==> config.mk <==
export PLATFORM = sky130hd
export DESIGN_NAME = ex_muldiv_unit
export DESIGN_NICKNAME = d
export VERILOG_FILES = /design/src/rtl/ex_muldiv_unit.sv
export SDC_FILE = /design/constraint.sdc
export NUM_CORES = 1
export LEC_CHECK = 0
export BUFFER_PORTS_ARGS = -buffer_cell sky130_fd_sc_hd__buf_2
export CORE_UTILIZATION = 30
export CTS_BUF_LIST = sky130_fd_sc_hd__clkbuf_16
export DETAILED_ROUTE_END_ITERATION = 10
export HOLD_SLACK_MARGIN = 0.03
export PLACE_DENSITY_LB_ADDON = 0.08
export SETUP_SLACK_MARGIN = 0.4
export SLEW_MARGIN = 40
export SYNTH_ARGS = -nofsm -noshare
export SYNTH_HDL_FRONTEND = slang
export SYNTH_SLANG_ARGS = --single-unit
==> constraint.sdc <==
create_clock -name clk -period 4.4 [get_ports clk]
set_input_delay 0.66 -clock clk [delete_from_list [all_inputs] [get_ports clk]]
set_output_delay 0.66 -clock clk [all_outputs]
set_load 0.01 [all_outputs]
==> src/rtl/ex_muldiv_unit.sv <==
// EX-stage iterative RV32M multiply/divide engine: shift-add multiply, restoring divide, one bit per cycle.
// Optional MULDIV_FAST_MUL_EN swaps the multiply path for a single-cycle XLEN x XLEN multiplier.
module ex_muldiv_unit #(
   parameter int XLEN = 32
) (
   input  logic            clk,
   input  logic            reset,
   input  logic            start_i,
   input  logic [2:0]      funct3_i,
   input  logic [XLEN-1:0] rs1_val_i,
   input  logic [XLEN-1:0] rs2_val_i,
   input  logic [4:0]      rd_i,
   input  logic            flush_i,
   output logic            stall_o,
   output logic            result_valid_o,
   output logic [XLEN-1:0] result_o,
   output logic [4:0]      rd_o
);
   localparam int CNT_W = $clog2(XLEN);

   typedef enum logic [1:0] {IDLE, CALC, DONE} state_t;

   state_t              state_q, state_d;
   logic [CNT_W-1:0]    cnt_q, cnt_d;
   logic [2*XLEN-1:0]   acc_q, acc_d;
   logic [XLEN-1:0]     opb_q, opb_d;
   logic [2:0]          f3_q, f3_d;
   logic                neg_q, neg_d, negr_q, negr_d;
   logic [4:0]          op_rd_q, op_rd_d, rd_q, rd_d;
   logic [XLEN-1:0]     res_q, res_d;

   logic                take, is_div, a_sgn, b_sgn, a_neg, b_neg;
   logic                div_zero, div_ovf, special, fast;
   logic [XLEN-1:0]     a_mag, b_mag, special_res, fast_res;
   logic [XLEN:0]       mul_sum, rem_sh, diff;
   logic [2*XLEN-1:0]   step;

   // Signed magnitude post-processing shared by the iterative and single-cycle paths.
   function automatic logic [XLEN-1:0] finish_res(input logic [2:0] f3, input logic neg, input logic negr,
                                                  input logic [2*XLEN-1:0] acc);
      logic [2*XLEN-1:0] p;
      logic [XLEN-1:0]   q, r;
      p = neg ? -acc : acc;
      q = neg ? -acc[XLEN-1:0] : acc[XLEN-1:0];
      r = negr ? -acc[2*XLEN-1:XLEN] : acc[2*XLEN-1:XLEN];
      if (!f3[2]) return (f3 == 3'b000) ? p[XLEN-1:0] : p[2*XLEN-1:XLEN];
      else        return f3[1] ? r : q;
   endfunction

   always_comb begin
      take        = start_i && !flush_i;
      is_div      = funct3_i[2];
      a_sgn       = (funct3_i == 3'b001) || (funct3_i == 3'b010) || (funct3_i == 3'b100) || (funct3_i == 3'b110);
      b_sgn       = (funct3_i == 3'b001) || (funct3_i == 3'b100) || (funct3_i == 3'b110);
      a_neg       = a_sgn && rs1_val_i[XLEN-1];
      b_neg       = b_sgn && rs2_val_i[XLEN-1];
      a_mag       = a_neg ? -rs1_val_i : rs1_val_i;
      b_mag       = b_neg ? -rs2_val_i : rs2_val_i;
      div_zero    = is_div && (rs2_val_i == '0);
      div_ovf     = is_div && !funct3_i[0] && (rs1_val_i == {1'b1, {(XLEN-1){1'b0}}}) && (rs2_val_i == '1);
      special     = div_zero || div_ovf;
      special_res = div_zero ? (funct3_i[1] ? rs1_val_i : '1) : (funct3_i[1] ? '0 : rs1_val_i);
`ifdef MULDIV_FAST_MUL_EN
      fast        = !is_div;
      fast_res    = finish_res(funct3_i, a_neg ^ b_neg, a_neg, {{XLEN{1'b0}}, a_mag} * {{XLEN{1'b0}}, b_mag});
`else
      fast        = 1'b0;
      fast_res    = '0;
`endif
   end

   // One iteration: multiply adds opb into the high half and shifts right; divide shifts left and trial-subtracts.
   always_comb begin
      mul_sum = {1'b0, acc_q[2*XLEN-1:XLEN]} + (acc_q[0] ? {1'b0, opb_q} : '0);
      rem_sh  = acc_q[2*XLEN-1:XLEN-1];
      diff    = rem_sh - {1'b0, opb_q};
      if (!f3_q[2])       step = {mul_sum, acc_q[XLEN-1:1]};
      else if (!diff[XLEN]) step = {diff[XLEN-1:0], acc_q[XLEN-2:0], 1'b1};
      else                step = {rem_sh[XLEN-1:0], acc_q[XLEN-2:0], 1'b0};
   end

   always_ff @(posedge clk) begin
      if (reset) begin
         state_q <= IDLE;
         cnt_q   <= '0;
         acc_q   <= '0;
         opb_q   <= '0;
         f3_q    <= '0;
         neg_q   <= 1'b0;
         negr_q  <= 1'b0;
         op_rd_q <= '0;
         rd_q    <= '0;
         res_q   <= '0;
      end else begin
         state_q <= state_d;
         cnt_q   <= cnt_d;
         acc_q   <= acc_d;
         opb_q   <= opb_d;
         f3_q    <= f3_d;
         neg_q   <= neg_d;
         negr_q  <= negr_d;
         op_rd_q <= op_rd_d;
         rd_q    <= rd_d;
         res_q   <= res_d;
      end
   end

   always_comb begin
      state_d = state_q;
      case (state_q)
         IDLE:    if (take) state_d = (special || fast) ? DONE : CALC;
         CALC:    if (cnt_q == CNT_W'(XLEN-1)) state_d = DONE;
         DONE:    state_d = IDLE;
         default: state_d = IDLE;
      endcase
      if (flush_i) state_d = IDLE;
   end

   always_comb begin
      cnt_d   = cnt_q;
      acc_d   = acc_q;
      opb_d   = opb_q;
      f3_d    = f3_q;
      neg_d   = neg_q;
      negr_d  = negr_q;
      op_rd_d = op_rd_q;
      rd_d    = rd_q;
      res_d   = res_q;
      if (state_q == IDLE && take) begin
         cnt_d   = '0;
         f3_d    = funct3_i;
         neg_d   = a_neg ^ b_neg;
         negr_d  = a_neg;
         op_rd_d = rd_i;
         opb_d   = is_div ? b_mag : a_mag;
         acc_d   = {{XLEN{1'b0}}, is_div ? a_mag : b_mag};
         if (special || fast) begin
            res_d = special ? special_res : fast_res;
            rd_d  = rd_i;
         end
      end else if (state_q == CALC) begin
         cnt_d = cnt_q + CNT_W'(1);
         acc_d = step;
         if (cnt_q == CNT_W'(XLEN-1) && !flush_i) begin
            res_d = finish_res(f3_q, neg_q, negr_q, step);
            rd_d  = op_rd_q;
         end
      end
   end

   always_comb begin
      stall_o        = (state_q == IDLE && take) || (state_q == CALC);
      result_valid_o = (state_q == DONE);
      result_o       = res_q;
      rd_o           = rd_q;
   end
endmodule
# Yosys cells after proc, flatten, opt, wreduce, memory -nomap -nowiden
# Cells that the tools add are included.
[op_classes] n_addsub=8 eq_ne=12 n_mux=30 n_bitwise=1 n_reduce_logical=27
[op_table] operator="2-to-1 mux 32 bit" count=19
[op_table] operator="2-to-1 mux 64 bit" count=3
[op_table] operator="negator 32 bit" count=4
[op_table] operator="equality test 32 bit, second input constant" count=2
[op_table] operator="negator 64 bit" count=1
[op_table] operator="adder 32 x 32 -> 33 bit" count=1
[op_table] operator="subtractor 33 x 32 -> 33 bit" count=1
[op_table] operator="zero test 32 bit" count=1
[op_table] operator="2-to-1 mux 5 bit" count=4
[op_table] operator="logical AND 1 bit" count=9
[op_table] operator="logical OR 1 bit" count=7
[op_table] operator="equality test 3 bit, second input constant" count=2
[op_table] operator="2-to-1 mux 2 bit" count=3
[op_table] operator="inequality test 2 bit, second input constant" count=3
[op_table] operator="adder 5 x 1 -> 5 bit, second input constant" count=1
[op_table] operator="equality test 5 bit, second input constant" count=1
[op_table] operator="case mux 2 bit (2 select lines)" count=1
[op_table] operator="nonzero test 2 bit" count=2
[op_table] operator="OR reduction 2 bit" count=2
[op_table] operator="equality test 3 x 1 -> 1 bit, second input constant" count=1
[op_table] operator="equality test 3 x 2 -> 1 bit, second input constant" count=1
[op_table] operator="zero test 3 bit" count=1
[op_table] operator="AND reduction 3 bit" count=1
[op_table] operator="equality test 2 x 1 -> 1 bit, second input constant" count=1
[op_table] operator="5 further kinds" count=6
[word_totals] ff_bits=150 out_inout_bits=39 word_cells=89

# Depth between registers and ports, before layout
[depth] depth_word=10 ltp_mapped=22 ltp_nobuf=21

# Least setup slack after synthesis
# Ideal clock, no wire load.
[synth_timing] path_kind="register to register" start="register acc_q[31]" end="register res_q[28], in the netlist result_o[28]" arrival_ns=4.593 setup_slack_ns=-0.284 path_stages_with_launch=21 n_path_buf=1 cell_sequence="dfxtp_1 inv_1 ha_1 fa_1 nand2b_1 a21o_1 a211oi_2 o21a_4 nor3_4 nor2_4 clkbuf_1 a211oi_1 a21oi_1 ha_1 nand3b_1 nor2_1 nand4b_1 nor4_4 mux2i_1 o211ai_1 a311oi_1"
[synth_via] elab_chain_len=10 elab_cells_between_ends=15 cone_classes="4 x add/sub; 11 x mux"
[synth_rtl] item="start: declaration" line="25" source="logic [2*XLEN-1:0] acc_q, acc_d;"
[synth_rtl] item="start signal: assignment" line="86" source="acc_q <= '0;"
[synth_rtl] item="start signal: assignment" line="97" source="acc_q <= acc_d;"
[synth_rtl] item="subtractor 33 x 32 -> 33 bit" line="76" source="diff = rem_sh - {1'b0, opb_q};"
[synth_rtl] item="2-to-1 mux 64 bit" line="78" source="else if (!diff[XLEN]) step = {diff[XLEN-1:0], acc_q[XLEN-2:0], 1'b1};"
[synth_rtl] item="2-to-1 mux 64 bit (*)" line="77" source="if (!f3_q[2]) step = {mul_sum, acc_q[XLEN-1:1]};"
[synth_rtl] item="negator 64 bit, or another cell as far along" line="43" source="p = neg ? -acc : acc;"
[synth_rtl] item="2-to-1 mux 64 bit, or another cell as far along" line="43"
[synth_rtl] item="2-to-1 mux 32 bit, on equally long branches" line="46, 47"
[synth_rtl] item="2-to-1 mux 32 bit (*)" line="46" source="if (!f3[2]) return (f3 == 3'b000) ? p[XLEN-1:0] : p[2*XLEN-1:XLEN];"
[synth_rtl] item="2-to-1 mux 32 bit (*)" line="144" source="if (cnt_q == CNT_W'(XLEN-1) && !flush_i) begin"
[synth_rtl] item="2-to-1 mux 32 bit (*)" line="141" source="end else if (state_q == CALC) begin"
[synth_rtl] item="2-to-1 mux 32 bit (*)" line="129" source="if (state_q == IDLE && take) begin"
[synth_rtl] item="end signal: assignment" line="104" source="res_q <= res_d;"
[synth_rtl] item="end: declaration" line="30" source="logic [XLEN-1:0] res_q, res_d;"
# Every way passes the cells marked *; elsewhere a longest branch is shown, timed or not. The select of a mux whose other input is x is not followed.
# A chain may end at the register's enable or synchronous reset.

# Worst setup path in the final report
[layout_timing] start="register acc_q[0]" end="register res_q[31], in the netlist result_o[31]"
[layout_via] elab_chain_len=10 elab_cells_between_ends=16 cone_classes="4 x add/sub; 12 x mux"
[layout_rtl] item="2-to-1 mux 32 bit" line="74" source="mul_sum = {1'b0, acc_q[2*XLEN-1:XLEN]} + (acc_q[0] ? {1'b0, opb_q} : '0);"
[layout_rtl] item="adder 32 x 32 -> 33 bit" line="74"
[layout_rtl] item="2-to-1 mux 64 bit (*)" line="77"
[layout_rtl] item="negator 64 bit, or another cell as far along" line="43"
[layout_rtl] item="2-to-1 mux 64 bit, or another cell as far along" line="43"
[layout_rtl] item="2-to-1 mux 32 bit, on equally long branches" line="46, 47"
[layout_rtl] item="2-to-1 mux 32 bit (*)" line="46"
[layout_rtl] item="2-to-1 mux 32 bit (*)" line="144"
[layout_rtl] item="2-to-1 mux 32 bit (*)" line="141"
[layout_rtl] item="2-to-1 mux 32 bit (*)" line="129"
# Marks and branches as above.

==> reports/qor.yml <==
critical_path:
  crit_family: "compound AO/OA/AOI/OAI gates"
  r2r_cells: 16
  critPathMaxFanout: 6
  cp_data_arrival_time_ns: 4.90
  path_buf_inv: 1
  cp.required_ns: 4.81
  crit_slowest_cell: "or4_4"
  crit_cells: 16
  crit_top_cell: "or4_4"
  end_kind: "flop"
  path_cells: "and2_4, ha_4, fa_2, a21o_1, buf_6, a221o_1, a22oi_2, a21oi_4, a41oi_2, a21oi_2, xor2_1, o31a_1, or4_4, or4_4, or4_1, a32o_1"
  start_kind: "flop"
  critical_path_class: "reg -> reg"
  slowest_delay_ns: 0.49
grt:
  grt_max_degree: 97
  gr-usage-all-layers: 0.3039
  grt.met2_usage: 0.5004
  grtUsageMet1: 0.3949
  grtUsageMet3: 0.03365
  busiest_layer: "met2"
  grt_first_pass_wirelength_mm: 128.8
  grt_pass1_vias: 20046
  antenna_found_initial: 1
  grt_remaining_overflow: 0
logic_synthesis:
  synthArstFlopShare: 0
  yosysTopAreaCellShare: 0.1778
  synth_area_leader_cell: "dfxtp_1"
  synth_area_mm2: 0.01688
  synth_flop_cell: "dfxtp_1"
  synth_cells: 2434
  synth_edf_count: 0
  syn-mean-instance-area_um2: 6.937
  synthTopCellsByCount: "nand2_1 (294), nor2_1 (294), a21oi_1 (236)"
  synth-seq-cells: 150
  synth_area_leaders: "dfxtp_1 (18%), a21oi_1 (7.0%), nand2_1 (6.5%)"
  syn-num-nets: 2583
  synth_cell_type_count: 107
  yosysSeqAreaShare: 0.1778
  yosys_warnings: 0
cts:
  cts.root.buffer_cell: "clkbuf_16"
  holdBufCountCts: 0
  cts_buffer_depth: 2
  cts_tree: "done"
  numCtsBuffers: 17
  cts.clk_slew.worst_paths_ns: 0.07
  cts_htree_levels: 4
  cts.sinks: 150
  insertion_delay_ns: 0.51
pwr:
  leakagePower_nw: 9.810
  p_per_area_mw_per_mm2: 240.6
  ir_drop_mv: 0.2295
run_status:
  status: "complete, but fails checks"
  violations: "setup timing"
die:
  core_mm2: 0.05531
  die_x_um: 239.2
  row_count: 86
  ioPinCount: 115
  die-height_um: 239.2
  dieArea_mm2: 0.05724
  start_util: 0.3053
placed_design:
  globalplace.congestion: 0.9757
  place_ws_ns: -0.4057
  io_buffers: 114
  post-dp-hpwl_mm: 69.45
routing:
  totalWireLength_mm: 87.19
  viasPerCell: 5.560
  ant_nets: 0
  drt_iter0_drc: 1594
  wl_per_cell_um: 23.47
  drc: 0
  vias: 20657
  drt_pass1_iterations: 7
timing:
  finalSetupViolCount: 2
  finalHoldViolations: 0
  fin_crit_sh: 1.020
  worst_slew_pin_slew_ns: 0.9501
  maxSlewViolCount: 0
  slew_headroom: 0.3643
  fin_crit_ns: 4.488
  timing.fmax_mhz: 222.8
  rsz0062_at_grt: "yes"
  worst_slack_ns: -0.08755
  clock-skew-final_ns: 0.02360
finish:
  area_delta_synth_final_pct: 45.10
  drive_gt1_frac: 0.3432
  final_nets: 3103
  fillers: 5808
  utilization: 0.4430
flow_run:
  drv_cap: 0
worst_hold_path:
  hold_depth: 2
  min_path_type: "in -> reg"
==> logic make-up (layout without fill, tap and decap cells) <==
group           after synthesis  in the layout  synth area share
buf+inv                     234            766           0.05602
fa+ha+maj                    73             73           0.05498
simple gates                940            940            0.2631
flops                       150            150            0.1778
mux                          65             65           0.03913
xor+xnor                    180            180           0.09337
compound gates              792            792            0.3156
other cells                   0              1                 0
==> final timing paths <==
path / start / slack (ns) / end
setup / recovery: acc_q[0] / -0.09 / result_o[31]
hold / removal: flush_i / 0.38 / state_q[0]
setup reg to reg: acc_q[0] / -0.09 / result_o[31]
hold reg to reg: cnt_q[4] / 0.46 / cnt_q[4]
==> worst register-to-register path, cell delays in order, from the launching register on <==
cell,delay [ns]
dfxtp_4,0.36
and2_4,0.14
ha_4,0.15
fa_2,0.33
a21o_1,0.20
buf_6,0.12
a221o_1,0.33
a22oi_2,0.27
a21oi_4,0.12
a41oi_2,0.23
a21oi_2,0.10
xor2_1,0.16
o31a_1,0.29
or4_4,0.49
or4_4,0.43
or4_1,0.42
a32o_1,0.26
==> sequential cells by signal (all words and copies together) (netlist names) <==
register / flops
acc_q: 64
opb_q: 32
result_o: 32
cnt_q: 5
op_rd_q: 5
rd_o: 5
f3_q: 3
state_q: 2
neg_q: 1
negr_q: 1
==> timing repair <==
item	4_1_cts	5_1_grt
hold endpoints to repair	0	0
setup buffers	52	24
pin swaps	125	96
setup endpoints to repair	32	32
gates resized for setup	274	110
gates cloned	1	0
==> metal layers <==
| metal | vias to the layer above | routed length (um) | part of all wire |
|---|---|---|---|
| li1 | 9922 | - | - |
| met1 | 9976 | 38930 | 0.45 |
| met2 | 606 | 40550 | 0.47 |
| met3 | 151 | 3721 | 0.043 |
| met4 | 2 | 3976 | 0.046 |
| met5 | - | 11 | 0.00013 |
==> through the flow <==
stage	std cells	cell area [um^2]	power [mW]	hold slack [ns]	TNS, ns
6_report	3715	24500	5.894	0.3787	-0.1108
5_1_grt	3714	24500	6.162	0.3683	-2.635
4_1_cts	3690	23750	5.773	0.3419	-0.2325
3_5_place_dp	3606	21510	3.960	0.4572	-3.843
3_3_place_gp	3606	21490	3.956	0.4486	-2.468
2_1_floorplan	2434	17020	2.776	0.4403	-0.001144
==> layout by cell type, fill, tap and decap left out, drive strengths merged, types with 57 or more instances in the layout <==
cell type,count
nor3,89
buf,668
ha,71
inv,68
nand2,294
nor2,296
o211ai,80
mux2i,57
o21ai,152
xnor2,95
xor2,85
a211oi,83
a21oi,242
dfxtp,150
==> layout make-up <==
type,count,area (um^2),share of cell area
sequential,150,3027,0.1235
tap,748,935.9,0.03820
multi-input combinational,2050,14670,0.5990
clock inverter,14,113.9,0.004647
clock buffer,17,425.4,0.01736
inverter,66,247.7,0.01011
antenna,1,2.502,0.0001021
timing repair buffer,669,5074,0.2071
==> where the power goes <==
group | leakage [nW] | internal (mW) | switching (mW) | total (mW)
clock | 0.265 | 0.765 | 0.678 | 1.44
sequential | 1.23 | 1.41 | 0.0584 | 1.47
combinational | 8.32 | 1.25 | 1.74 | 2.98
total | 9.81 | 3.42 | 2.47 | 5.89
(Power assumes the default switching activity.)
